File: src/rtl/riscv_pkg.sv
// Shared fetch front-end definitions: FSM state type, default width and the NOP
// word presented on the decode slot before anything has been fetched.
package riscv_pkg;

  localparam int XLEN_DEFAULT = 32;
  localparam logic [31:0] NOP_INSTR = 32'h0000_0013;

  typedef enum logic [2:0] {
    IDLE  = 3'd0,
    REQ   = 3'd1,
    WAIT  = 3'd2,
    HOLD  = 3'd3,
    DRAIN = 3'd4
  } fetch_state_t;

endpackage

File: src/rtl/fetch_redirect_ctrl_if.sv
// Fetch bus: instruction-memory request/response port plus the decode-facing slot.
interface fetch_redirect_ctrl_if #(
  parameter int XLEN = riscv_pkg::XLEN_DEFAULT
);

  logic            imem_req;
  logic [XLEN-1:0] imem_addr;
  logic            imem_gnt;
  logic            imem_rvalid;
  logic [XLEN-1:0] imem_rdata;
  logic            if_valid;
  logic [XLEN-1:0] if_pc;
  logic [XLEN-1:0] if_instr;
  logic            stall;

  // Handshakes: a request transfers on any edge with imem_req && imem_gnt, and
  // exactly one imem_rvalid follows at least one cycle later; imem_addr holds
  // while imem_req waits for imem_gnt. The decode slot transfers on any edge with
  // if_valid && !stall, and stall freezes if_valid/if_pc/if_instr.
  modport master (
    output imem_req, imem_addr, if_valid, if_pc, if_instr,
    input  imem_gnt, imem_rvalid, imem_rdata, stall
  );

  modport slave (
    input  imem_req, imem_addr, if_valid, if_pc, if_instr,
    output imem_gnt, imem_rvalid, imem_rdata, stall
  );

endinterface

File: src/rtl/fetch_skid_buf.sv
// One-entry pc/instr holding register for a response that arrives while the
// decode slot is still occupied. Clear wins over load.
module fetch_skid_buf
  import riscv_pkg::*;
#(
  parameter int XLEN = XLEN_DEFAULT
) (
  input  logic            clk,
  input  logic            rst_n,
  input  logic            load,
  input  logic            clear,
  input  logic [XLEN-1:0] new_pc,
  input  logic [XLEN-1:0] new_instr,
  output logic            valid,
  output logic [XLEN-1:0] pc,
  output logic [XLEN-1:0] instr
);

  always_ff @(posedge clk or negedge rst_n) begin
    if (!rst_n) begin
      valid <= 1'b0;
      pc    <= '0;
      instr <= XLEN'(NOP_INSTR);
    end else if (clear) begin
      valid <= 1'b0;
    end else if (load) begin
      valid <= 1'b1;
      pc    <= new_pc;
      instr <= new_instr;
    end
  end

endmodule

File: src/rtl/fetch_redirect_ctrl.sv
// Instruction-fetch sequencer: one outstanding imem request, registered decode
// slot with a one-entry skid, and branch redirect that drains in-flight responses.
module fetch_redirect_ctrl
  import riscv_pkg::*;
#(
  parameter int              XLEN     = XLEN_DEFAULT,
  parameter logic [XLEN-1:0] RESET_PC = '0
) (
  input  logic                  clk,
  input  logic                  rst_n,
  input  logic                  br_en,
  input  logic [XLEN-1:0]       br_target,
  output logic                  flush,
  output fetch_state_t          state,
  output logic                  skid_valid,
  fetch_redirect_ctrl_if.master bus
);

  localparam logic [2:0] S_IDLE  = IDLE;
  localparam logic [2:0] S_REQ   = REQ;
  localparam logic [2:0] S_WAIT  = WAIT;
  localparam logic [2:0] S_HOLD  = HOLD;
  localparam logic [2:0] S_DRAIN = DRAIN;

  logic [2:0]      state_q;
  logic [XLEN-1:0] fetch_pc;
  logic [XLEN-1:0] req_pc;
  logic [XLEN-1:0] pend_pc;
  logic [XLEN-1:0] target;
  logic [XLEN-1:0] skid_pc;
  logic [XLEN-1:0] skid_instr;
  logic            slot_free;
  logic            skid_load;
  logic            skid_clear;

  assign target        = {br_target[XLEN-1:2], 2'b00};
  assign flush         = br_en;
  assign state         = fetch_state_t'(state_q);
  assign slot_free     = !bus.if_valid || !bus.stall;
  assign bus.imem_req  = (state_q == S_REQ);
  assign bus.imem_addr = fetch_pc;

  // A response that finds the slot occupied parks in the skid until decode moves.
  assign skid_load  = !br_en && (state_q == S_WAIT) && bus.imem_rvalid && !slot_free;
  assign skid_clear = br_en || ((state_q == S_HOLD) && !bus.stall);

  fetch_skid_buf #(.XLEN(XLEN)) u_skid (
    .clk       (clk),
    .rst_n     (rst_n),
    .load      (skid_load),
    .clear     (skid_clear),
    .new_pc    (req_pc),
    .new_instr (bus.imem_rdata),
    .valid     (skid_valid),
    .pc        (skid_pc),
    .instr     (skid_instr)
  );

  always_ff @(posedge clk or negedge rst_n) begin
    if (!rst_n) begin
      state_q      <= S_IDLE;
      fetch_pc     <= RESET_PC;
      req_pc       <= RESET_PC;
      pend_pc      <= RESET_PC;
      bus.if_valid <= 1'b0;
      bus.if_pc    <= '0;
      bus.if_instr <= XLEN'(NOP_INSTR);
    end else if (br_en) begin
      // Redirect outranks stall; a still-owed response forces a pass through DRAIN.
      bus.if_valid <= 1'b0;
      case (state_q)
        S_REQ: begin
          if (bus.imem_gnt) begin
            pend_pc <= target;
            state_q <= S_DRAIN;
          end else begin
            fetch_pc <= target;
            state_q  <= S_REQ;
          end
        end
        S_WAIT, S_DRAIN: begin
          if (bus.imem_rvalid) begin
            fetch_pc <= target;
            state_q  <= S_REQ;
          end else begin
            pend_pc <= target;
            state_q <= S_DRAIN;
          end
        end
        default: begin
          fetch_pc <= target;
          state_q  <= S_REQ;
        end
      endcase
    end else begin
      if (bus.if_valid && !bus.stall) bus.if_valid <= 1'b0;
      case (state_q)
        S_IDLE: state_q <= S_REQ;
        S_REQ: begin
          if (bus.imem_gnt) begin
            req_pc  <= fetch_pc;
            state_q <= S_WAIT;
          end
        end
        S_WAIT: begin
          if (bus.imem_rvalid && slot_free) begin
            bus.if_valid <= 1'b1;
            bus.if_pc    <= req_pc;
            bus.if_instr <= bus.imem_rdata;
            fetch_pc     <= req_pc + XLEN'(4);
            state_q      <= S_REQ;
          end else if (bus.imem_rvalid) begin
            state_q <= S_HOLD;
          end
        end
        S_HOLD: begin
          if (!bus.stall) begin
            bus.if_valid <= 1'b1;
            bus.if_pc    <= skid_pc;
            bus.if_instr <= skid_instr;
            fetch_pc     <= skid_pc + XLEN'(4);
            state_q      <= S_REQ;
          end
        end
        S_DRAIN: begin
          if (bus.imem_rvalid) begin
            fetch_pc <= pend_pc;
            state_q  <= S_REQ;
          end
        end
        default: state_q <= S_IDLE;
      endcase
    end
  end

endmodule

File: src/flat_wrapper.sv
// flat-port wrapper written by rule: the top's interface ports become plain ports
module fetch_redirect_ctrl_flat import riscv_pkg::*;
#(
  parameter int              XLEN     = XLEN_DEFAULT,
  parameter logic [XLEN-1:0] RESET_PC = '0
)
  (clk, rst_n, br_en, br_target, flush, state, skid_valid, bus_imem_req, bus_imem_addr, bus_if_valid, bus_if_pc, bus_if_instr, bus_imem_gnt, bus_imem_rvalid, bus_imem_rdata, bus_stall);
  fetch_redirect_ctrl_if #(.XLEN(XLEN)) bus_i ();
  input  logic clk;
  input  logic rst_n;
  input  logic br_en;
  input  logic [XLEN-1:0] br_target;
  output logic flush;
  output fetch_state_t state;
  output logic skid_valid;
  output wire logic [$bits(bus_i.imem_req)-1:0] bus_imem_req;
  output wire logic [$bits(bus_i.imem_addr)-1:0] bus_imem_addr;
  output wire logic [$bits(bus_i.if_valid)-1:0] bus_if_valid;
  output wire logic [$bits(bus_i.if_pc)-1:0] bus_if_pc;
  output wire logic [$bits(bus_i.if_instr)-1:0] bus_if_instr;
  input wire logic [$bits(bus_i.imem_gnt)-1:0] bus_imem_gnt;
  input wire logic [$bits(bus_i.imem_rvalid)-1:0] bus_imem_rvalid;
  input wire logic [$bits(bus_i.imem_rdata)-1:0] bus_imem_rdata;
  input wire logic [$bits(bus_i.stall)-1:0] bus_stall;
  assign bus_imem_req = bus_i.imem_req;
  assign bus_imem_addr = bus_i.imem_addr;
  assign bus_if_valid = bus_i.if_valid;
  assign bus_if_pc = bus_i.if_pc;
  assign bus_if_instr = bus_i.if_instr;
  assign bus_i.imem_gnt = bus_imem_gnt;
  assign bus_i.imem_rvalid = bus_imem_rvalid;
  assign bus_i.imem_rdata = bus_imem_rdata;
  assign bus_i.stall = bus_stall;
  fetch_redirect_ctrl #(.XLEN(XLEN), .RESET_PC(RESET_PC)) u_core (.clk(clk), .rst_n(rst_n), .br_en(br_en), .br_target(br_target), .flush(flush), .state(state), .skid_valid(skid_valid), .bus(bus_i));
endmodule
File: config.mk
export PLATFORM = sky130hd
export DESIGN_NAME = fetch_redirect_ctrl_flat
export DESIGN_NICKNAME = d
export VERILOG_FILES = /design/src/rtl/riscv_pkg.sv /design/src/rtl/fetch_redirect_ctrl_if.sv /design/src/rtl/fetch_skid_buf.sv /design/src/rtl/fetch_redirect_ctrl.sv /design/src/flat_wrapper.sv
export SDC_FILE = /design/constraint.sdc
export NUM_CORES = 1
export LEC_CHECK = 0
export BUFFER_PORTS_ARGS = -buffer_cell sky130_fd_sc_hd__buf_2
export CORE_UTILIZATION = 50
export CTS_CLUSTER_DIAMETER = 120
export DETAILED_ROUTE_END_ITERATION = 7
export PLACE_DENSITY = 0.75
export SLEW_MARGIN = 10
export SYNTH_ARGS = -nofsm -noshare
export SYNTH_HDL_FRONTEND = slang
export SYNTH_SLANG_ARGS = --single-unit
File: constraint.sdc
create_clock -name clk -period 3.3 [get_ports clk]
set_clock_uncertainty 0.15 [all_clocks]
set_input_delay 0.66 -clock clk [delete_from_list [all_inputs] [get_ports clk]]
set_output_delay 0.66 -clock clk [all_outputs]
set_load 0.1 [all_outputs]
Word level (Yosys, flattened, before mapping):

Index checks and enable logic that the tools add are counted.

* $add $sub $neg: 2
* $mul: 0
* div/mod/pow operators: 0
* order comparisons: 0
* equal/unequal tests: 15
* shift operators: 0
* mux-type cells: 34
* bitwise gates (word level): 2
* reductions and logical operators: 24

Operators by type and width (number)
* 32-bit 2-to-1 mux: 12
* 32-bit case mux with 2 select lines: 4
* 32-bit case mux with 3 select lines: 1
* 32-bit by 3-bit adder with 32-bit output, second input constant: 2
* 3-bit 2-to-1 mux: 8
* 3-bit != test, second input constant: 5
* 3-bit case mux with 5 select lines: 1
* 4-bit AND reduction: 3
* 3-bit by 2-bit == test with 1-bit output, second input constant: 2
* 1-bit logical AND: 6
* 1-bit 2-to-1 mux: 6
* 2-bit != test, second input constant: 3
* 3-bit case mux with 2 select lines: 1
* 6-bit AND reduction: 1
* 2-bit nonzero test: 3
* 1-bit logical NOT: 4
* 4-bit != test, second input constant: 1
* 4-bit nonzero test: 1
* 3-bit by 1-bit == test with 1-bit output, second input constant: 1
* 3-bit == test, second input constant: 1
* 3-bit logical NOT: 1
* 3-bit by 2-bit != test with 1-bit output, second input constant: 1
* 3-bit AND reduction: 1
* 1-bit logical OR: 2
* other kinds (5): 6

* register bits after elaboration: 229
* latch bits: 0
* bits in writable memories: 0
* memory bits (read-only): 0
* input port bits: 70
* output and inout port bits: 103
* logic and storage cells: 87
* memories kept: 0

Depth between registers and ports, before layout:

Gate-level depths: netlist of run 1.

* depth in word-level cells: 6
* gate-level depth with buffers: 16

Cells and area by module:

From an unflattened synthesis of run 1, not the netlist that was laid out.

* cell total of the unflattened synthesis: 1046
* area total of the unflattened synthesis: 10941.7 um^2

By module, submodules not included
* fetch_redirect_ctrl: instances 1, cells an instance 907, area an instance 8204.1 um^2, sequential area each 4057.6 um^2
* fetch_skid_buf: instances 1, cells an instance 139, area an instance 2737.6 um^2, sequential area each 1630.3 um^2

Worst setup path before layout of run 1:

OpenSTA, ideal clock, no wires.

* kind: register to register
* start: reg u_core.state_q[0] (netlist: u_core.state[0])
* end: reg u_core.req_pc[30]
* setup time: 128 ps
* arrival: 4751 ps
* data required time: 3022 ps
* setup slack: -1729 ps
* stages on the path, launching flop included: 7
* cell sequence: dfrtp_1 buf_6 buf_2 nor3b_1 nand3_1 buf_1 mux2_1

* cells in the longest elaborated chain, start to end: 2

RTL lines
* from (decl): line fetch_redirect_ctrl.sv:25 `logic [2:0] state_q;`
* from (signal assigned): line fetch_redirect_ctrl.sv:61 `state_q <= S_IDLE;`
* from (signal assigned): line fetch_redirect_ctrl.sv:75 `state_q <= S_DRAIN;`
* from (signal assigned): line fetch_redirect_ctrl.sv:78 `state_q <= S_REQ;`
* 3-bit by 1-bit == test with 1-bit output
* via bus_imem_req: line flat_wrapper.sv:16 `output wire logic [$bits(bus_i.imem_req)-1:0] bus_imem_req;`
* 3-bit AND reduction (no source line)
* to (signal assigned): line fetch_redirect_ctrl.sv:101 `req_pc <= fetch_pc;`
* to (decl): line fetch_redirect_ctrl.sv:27 `logic [XLEN-1:0] req_pc;`

The timed path passes the listed nets, and every way through them passes these cells.
A chain may end at the register's enable or synchronous reset.

Final worst setup path of run 1:

* start: reg u_core.state_q[2] (netlist: u_core.state[2])
* end: reg u_core.fetch_pc[30] (netlist: u_core.bus.imem_addr[30])

* cells in the longest elaborated chain, start to end: 4

RTL lines
* 3-bit == test or 3-bit by 2-bit == test with 1-bit output (tied branches): line fetch_redirect_ctrl.sv:71, fetch_redirect_ctrl.sv:97
* 2-bit OR reduction: line fetch_redirect_ctrl.sv:71 `case (state_q)`
* 3-bit != test (no source line) or 32-bit case mux with 2 select lines (tied branches)
* 6-bit AND reduction (no source line) or 32-bit 2-to-1 mux (tied branches)
* to (signal assigned): line fetch_redirect_ctrl.sv:77 `fetch_pc <= target;`
* to (signal assigned): line fetch_redirect_ctrl.sv:83 `fetch_pc <= target;`
* to (signal assigned): line fetch_redirect_ctrl.sv:110 `fetch_pc <= req_pc + XLEN'(4);`
* to (decl): line fetch_redirect_ctrl.sv:26 `logic [XLEN-1:0] fetch_pc;`

Several ways; a longest one is shown, not always the timed one.

==> reports/results.txt, run 1 <==
Register cell area after layout: 5700 sq um
Number of warnings issued by yosys: 0
Number of global-route vias before repair: 8028
Setup bufs post-CTS: 0
CTS sink count: 227
Async set-or-reset flop fraction in the synthesized netlist: 1.00
Starting density of the core: 0.517
Number of nets produced by synthesis: 1023
Clock input transition at the sequential cells of the worst setup and hold paths: 0.06 ns
Total routing usage reported by global routing: 0.245
First-pass DRT Iterations: 5
Count of flip-flops with a built-in enable after synthesis: 0
Status: complete, no violations
Net count reported at finish: 1183
Crit Path Category: flop to flop
Total of max-cap violations: 0
Normalized max-slew margin: 0.587
Kind of start point of the critical path: flop
WHS: 0.226 ns
Worst hold path endpoint: u_core.bus.if_instr[4]
Area grow syn2layout: 18.7%
Actual transition at the worst max-transition pin: 0.617 ns
Post-detailed-routing wire length: 26.2 mm
Flop-to-flop setup slack: 0.33 ns
Bufs on Longest Clock Path: 3
IO Port Bufs: 170
Path class of the lowest-slack min-delay path: input port to flop
Diode count: 0
Synth cell types: 63
Vias post-DR: 8113
Worst path top cell family by delay: simple AND/OR/NAND/NOR gates
First-pass GRT wire length: 42.3 mm
RSZ-0062 raised after global routing: false
Post-detailed-route DRC marker count: 0
Main area contributors after synthesis: sky130_fd_sc_hd__dfrtp_1, sky130_fd_sc_hd__mux2_2, sky130_fd_sc_hd__nand2_1
Root Buffer: sky130_fd_sc_hd__clkbuf_16
H-tree level count: 1
Period Utilization, post-route: 0.901
Clock latency reported for the late side of the worst-skew pair: 0.51 ns
Aggregate global routing overflow: 0
Global routing usage on met1: 0.343
Area of the core: 20600 sq um
Total die area: 21800 sq um
Number of antenna violations at the first check in global routing: 0
Hold wc startpoint: bus_imem_rdata[4]
Filler Cell Count: 1698
Slowest-stage cell, CP: sky130_fd_sc_hd__or4_1
Gp weighted congestion: 0.839
Share of layout cells above drive strength 1: 0.335
Flop and latch count out of synthesis: 227
Initial DRC Count: 496
Synth area leader: sky130_fd_sc_hd__dfrtp_1
Multi-input combinational cell area: 4630 sq um
Register-to-Register Path Depth: 10
Routed wire per std cell: 18.8 um
TritonCTS clock tree: done
Most numerous cell types in the synthesized netlist: sky130_fd_sc_hd__dfrtp_1, sky130_fd_sc_hd__nand2_1, sky130_fd_sc_hd__mux2_2
Cell count after synthesis: 952
Count of standard-cell rows: 52
Global routing's busiest layer: met2
Critical Path Fanout Max: 7
Max-slew violation count: 0
Launch point of the worst reg-to-reg path: u_core.state[2]
Predominant post-synthesis flop cell: sky130_fd_sc_hd__dfrtp_1
Number of nets with antenna violations after routing: 0
Y dimension of the die: 148 um
Most common cell on crit path: sky130_fd_sc_hd__nand2_1
Cells traversed along the worst timing path: and3b_2, nand2_1, nand2_1, ha_2, inv_2, nor4_4, o211ai_4, or4_1, nand3_1, a21oi_1
Sequential area share after synthesis: 0.536
Kind of end point of the critical path: flop
Met2 GRT Util: 0.394
Instance count along the most critical hold path: 3
Pin count of the biggest net entering global routing: 72
Half-perimeter wire length of the detailed placement result: 17.4 mm
Vias per cell: 5.81
Number of placed instances with taps included: 1355
Final Instance Count excl. Fillers: 1397
Final min period: 2.97 ns
Met3 layer usage reported by global route: 0.0364
Horiz. Die Dim: 148 um
Endpoint required time on the critical path: 3.54 ns
Maximum achievable frequency: 336 MHz
Post-synth top area share: 0.521
Clock buffer count from CTS: 24
Number of placed I/O pins: 173
Final hold viol count: 0
Area of the mapped netlist: 10600 sq um
Crit path largest cell delay: 0.54 ns
End of the worst register-to-register path: u_core.bus.imem_addr[30]
CP arrival: 3.21 ns
Number of setup violations in the final report: 0
Combined buffer and inverter count along the critical path: 1
Library cell with the highest instance count after synthesis: sky130_fd_sc_hd__dfrtp_1
Gates resized, CTS repair: 0
Post-Synthesis Mean Instance Area: 11.2 sq um
==> metrics by stage <==
stage / setup TNS, ns / cell area (sq um) / util / setup WS [ns]
after floorplan: -0.0360 / 10700 / - / -0.0360
after global placement: 0 / 11800 / 0.576 / 0.423
after detailed placement: 0 / 11800 / 0.576 / 0.400
after CTS: 0 / 12600 / 0.613 / 0.348
after global routing: 0 / 12600 / 0.613 / 0.171
final: 0 / 12600 / 0.613 / 0.326
==> flip-flops by register name, summed over array words and instances (netlist names) <==
signal and cells:
u_core.u_skid.pc 32, u_core.bus.if_instr 32, u_core.bus.if_pc 32, u_core.req_pc 32, u_core.bus.imem_addr 32, u_core.u_skid.valid 1
u_core.pend_pc 30, u_core.state 3, u_core.bus.if_valid 1, u_core.u_skid.instr 32
==> worst reg2reg max path, stage by stage, from the launching register on <==
cell                       delay, ns
sky130_fd_sc_hd__dfrtp_4        0.49
sky130_fd_sc_hd__and3b_2        0.35
sky130_fd_sc_hd__nand2_1        0.07
sky130_fd_sc_hd__nand2_1        0.11
sky130_fd_sc_hd__ha_2           0.24
sky130_fd_sc_hd__inv_2          0.07
sky130_fd_sc_hd__nor4_4         0.44
sky130_fd_sc_hd__o211ai_4       0.20
sky130_fd_sc_hd__or4_1          0.54
sky130_fd_sc_hd__nand3_1        0.11
sky130_fd_sc_hd__a21oi_1        0.07
==> worst max path at each step <==
| stage | startpoint | endpoint | slack [ns] | cells after the start |
|---|---|---|---|---|
| after global placement | bus_imem_rvalid | u_core.bus.if_pc[0] | 0.42 | 7 |
| after CTS | u_core.state[2] | u_core.bus.imem_addr[30] | 0.35 | 10 |
| after global routing | u_core.state[2] | u_core.bus.imem_addr[20] | 0.17 | 10 |
| after floorplan | u_core.state[0] | u_core.bus.imem_addr[30] | -0.04 | 16 |
| final | u_core.state[2] | u_core.bus.imem_addr[30] | 0.33 | 10 |
| after detailed placement | bus_imem_rvalid | u_core.bus.if_pc[1] | 0.40 | 7 |
==> cell type report <==
type                    count  share of cell area
clock buffers              39              0.0594
flip-flops and latches    227               0.452
inverters                   7             0.00208
multi-input cells         653               0.367
well taps                 270              0.0268
clock inverters             2            0.000794
repair buffers            199              0.0917
==> cells by family (layout without fill, tap and decap cells) <==
kind of cell               count (synthesis)  after routing  share of synthesized area
AOI/OAI and AO/OA                        178            178                      0.113
xor gates and xnor gates                  27             27                     0.0223
adders and majority gates                  1              1                    0.00118
buffers and inverters                     72            247                     0.0330
DFF                                      227            227                      0.536
muxes                                    162            162                      0.168
and+or+nand+nor                          285            285                      0.127
==> routing by layer <==
metal | up-vias | part of all wire
li1 | 3741 | -
met2 | 299 | 0.47
met5 | - | 0
met1 | 4028 | 0.44
met4 | 0 | 0.022
met3 | 45 | 0.068
==> what timing repair did <==
item                       4_1_cts  5_1_grt
setup endpoints to repair        0        0
hold endpoints to repair        66        0
hold buffers                     1        0
==> cells in the final DEF, fill, tap and decap left out, types with 8 or more instances in the layout <==
cell type and count:
sky130_fd_sc_hd__dfrtp_1 218, sky130_fd_sc_hd__o21ai_0 19, sky130_fd_sc_hd__mux2_2 111, sky130_fd_sc_hd__or3_1 10, sky130_fd_sc_hd__o221ai_1 8, sky130_fd_sc_hd__nand2_1 133, sky130_fd_sc_hd__xnor2_1 11, sky130_fd_sc_hd__clkbuf_16 25
sky130_fd_sc_hd__nor3_1 16, sky130_fd_sc_hd__buf_2 169, sky130_fd_sc_hd__and3_1 10, sky130_fd_sc_hd__a31oi_1 36, sky130_fd_sc_hd__nand3_1 28, sky130_fd_sc_hd__o21ai_1 29, sky130_fd_sc_hd__nor2_1 56, sky130_fd_sc_hd__buf_4 22
sky130_fd_sc_hd__xor2_1 16, sky130_fd_sc_hd__a21oi_1 27, sky130_fd_sc_hd__mux2_1 19, sky130_fd_sc_hd__mux2i_1 32
Power of run 1 is not shown: default switching activity piles up to over one toggle a cycle in this logic, so the estimate is an artifact.
==> run 2, diff against run 1 <==
--- a/config.mk
+++ b/config.mk
@@ -9,7 +9,7 @@
 export CORE_UTILIZATION = 50
 export CTS_CLUSTER_DIAMETER = 120
 export DETAILED_ROUTE_END_ITERATION = 7
-export PLACE_DENSITY = 0.75
+export PLACE_DENSITY = 0.81
 export SLEW_MARGIN = 10
 export SYNTH_ARGS = -nofsm -noshare
 export SYNTH_HDL_FRONTEND = slang
==> run 2 against run 1 <==
Critical path depth is the same. Critical endpoint unchanged. Design area grew 0.79%. Global-route usage grew 0.28 points. Non-clock buffer count shrank 3. Largest cell class unchanged. Final cell count grew 0.14%. Worst setup slack lost 0.034 ns. Sequential share of layout area shrank 0.36 points. Maximum frequency shrank 1.1%. Register-to-register slack lost 0.03 ns.
==> reports/results.txt, run 2 (same netlist as run 1, synthesis figures left out) <==
Number of placed I/O pins: 173 (unchanged)
Met3 layer usage reported by global route: 0.0448 (+0.00833)
Endpoint required time on the critical path: 3.54 ns (about the same)
Area of the core: 20600 sq um (unchanged)
Most common cell on crit path: sky130_fd_sc_hd__nand2_1
Status: complete, no violations
Post-detailed-route DRC marker count: 0 (unchanged)
Slowest-stage cell, CP: sky130_fd_sc_hd__dfrtp_4
Critical Path Fanout Max: 16 (+9)
Root Buffer: sky130_fd_sc_hd__clkbuf_16
Vias post-DR: 8248 (+1.7%)
Number of global-route vias before repair: 8162 (+1.7%)
Share of layout cells above drive strength 1: 0.339 (+0.00472)
Net count reported at finish: 1181 (-0.17%)
Path class of the lowest-slack min-delay path: input port to flop
Met2 GRT Util: 0.389 (-0.00472)
Number of nets with antenna violations after routing: 0 (unchanged)
Half-perimeter wire length of the detailed placement result: 17.4 mm (-0.39%)
H-tree level count: 1 (unchanged)
Routed wire per std cell: 18.8 um (+0.33%)
Number of buffers added to fix hold violations after cts: 1 (unchanged)
Gates resized, CTS repair: 0 (unchanged)
Worst path top cell family by delay: simple AND/OR/NAND/NOR gates
Maximum achievable frequency: 332 MHz (-1.1%)
Normalized max-slew margin: 0.568 (-0.0192)
Number of setup violations in the final report: 0 (unchanged)
Count of standard-cell rows: 52 (unchanged)
Post-detailed-routing wire length: 26.3 mm (+0.48%)
Diode count: 0 (unchanged)
IO Port Bufs: 170 (unchanged)
WHS: 0.227 ns (+0.000708 ns)
Total routing usage reported by global routing: 0.248 (+0.00277)
Y dimension of the die: 148 um (unchanged)
Final design instance area without fill: 12700 sq um (+0.79%)
Global routing's busiest layer: met2
Period Utilization, post-route: 0.912 (+0.0103)
Combined buffer and inverter count along the critical path: 1 (unchanged)
Cells traversed along the worst timing path: and3b_2, nand2_1, nand2_1, ha_2, inv_2, nor4_4, o211ai_4, or4_1, nand3_1, a21oi_1
Max-slew violation count: 0 (unchanged)
Total die area: 21800 sq um (unchanged)
First-pass DRT Iterations: 5 (unchanged)
Setup bufs post-CTS: 0 (unchanged)
Fin Setup TNS: 0 ns (unchanged)
Clock latency reported for the late side of the worst-skew pair: 0.52 ns (about the same)
Starting density of the core: 0.517 (unchanged)
Clock buffer count from CTS: 25 (+4.2%)
Commonest non-fill, non-tap cell in the layout: sky130_fd_sc_hd__dfrtp_1
TritonCTS clock tree: done
Aggregate global routing overflow: 0 (unchanged)
Clock input transition at the sequential cells of the worst setup and hold paths: 0.06 ns (about the same)
Crit Path Category: flop to flop
Number of antenna violations at the first check in global routing: 1 (+1)
Area after detailed placement: 11800 sq um (about the same)
Pin count of the biggest net entering global routing: 76 (+5.6%)
Horiz. Die Dim: 148 um (unchanged)
First-pass GRT wire length: 43.1 mm (+1.8%)
Gp weighted congestion: 0.839 (about the same)
Initial DRC Count: 451 (-9.1%)
Actual transition at the worst max-transition pin: 0.648 ns (+0.0306 ns)
Bufs on Longest Clock Path: 3 (unchanged)
Area grow syn2layout: 19.6%
CTS sink count: 227 (unchanged)
Filler Cell Count: 1636 (-3.7%)
Global routing usage on met1: 0.344 (about the same)
Final hold viol count: 0 (unchanged)
Final min period: 3.01 ns (+0.0341 ns)
Post-layout util: 0.618 (+0.00487)
Kind of start point of the critical path: flop
CP arrival: 3.25 ns (+0.04 ns)
Crit path largest cell delay: 0.57 ns (+0.03 ns)
Total of max-cap violations: 0 (unchanged)
Vias per cell: 5.90 (+1.5%)
Kind of end point of the critical path: flop
RSZ-0062 raised after global routing: false
Commonest cells after routing, fill and taps aside: sky130_fd_sc_hd__dfrtp_1, sky130_fd_sc_hd__buf_2, sky130_fd_sc_hd__nand2_1
-- run 2: cell count changes in the layout (fill, tap and decap cells not counted), sizes merged --
cell,before,now
buf,198,195
bufinv,0,1
clkinv,2,4
inv,7,9
-- run 2: layout make-up --
class	instances	area (sq um)	area share
Sequential cell	227	5700	0.448
Multi-Input combinational cell	653	4630	0.364
Timing Repair Buffer	196	1160	0.0912
Clock buffer	39	788	0.0621
Tap cell	270	338	0.0266
Clock inverter	7	67.6	0.00532
Inverter	7	26.3	0.00207
-- run 2: final timing paths --
path	end	start	depth (start not counted)	slack, ns
setup / recovery	u_core.bus.imem_addr[30]	u_core.state[2]	10	0.29
hold / removal	u_core.bus.if_instr[4]	bus_imem_rdata[4]	3	0.23
setup reg to reg	u_core.bus.imem_addr[30]	u_core.state[2]	10	0.29
hold reg to reg	u_core.bus.if_pc[1]	u_core.bus.if_pc[1]	1	0.32
max in group asynchronous	u_core.bus.if_instr[4]	rst_n	3	1.64
min in group asynchronous	u_core.bus.if_instr[25]	rst_n	2	0.54
-- run 2: worst register-to-register path: cells and delay by family (launching register included) --
family | cells | cell delay [ns]
AO/OA/AOI/OAI | 2 | 0.26
flip-flops | 1 | 0.57
buffers and inverters | 1 | 0.07
AND/OR/NAND/NOR | 6 | 1.62
adder cells (fa/ha/maj) | 1 | 0.23
-- run 2: metrics by stage --
stage / std cells / setup slack, ns
final: 1399 / 0.292
after global routing: 1399 / 0.162
after CTS: 1399 / 0.307
after floorplan: 952 / -0.0360
after global placement: 1352 / 0.387
after detailed placement: 1352 / 0.338
-- run 2: routing by layer --
metal	up-vias	wire (um)
met3	63	1930
li1	3748	-
met2	349	12300
met1	4086	11300
met4	2	797
met5	-	12
Power of run 2 is left out for the same reason.
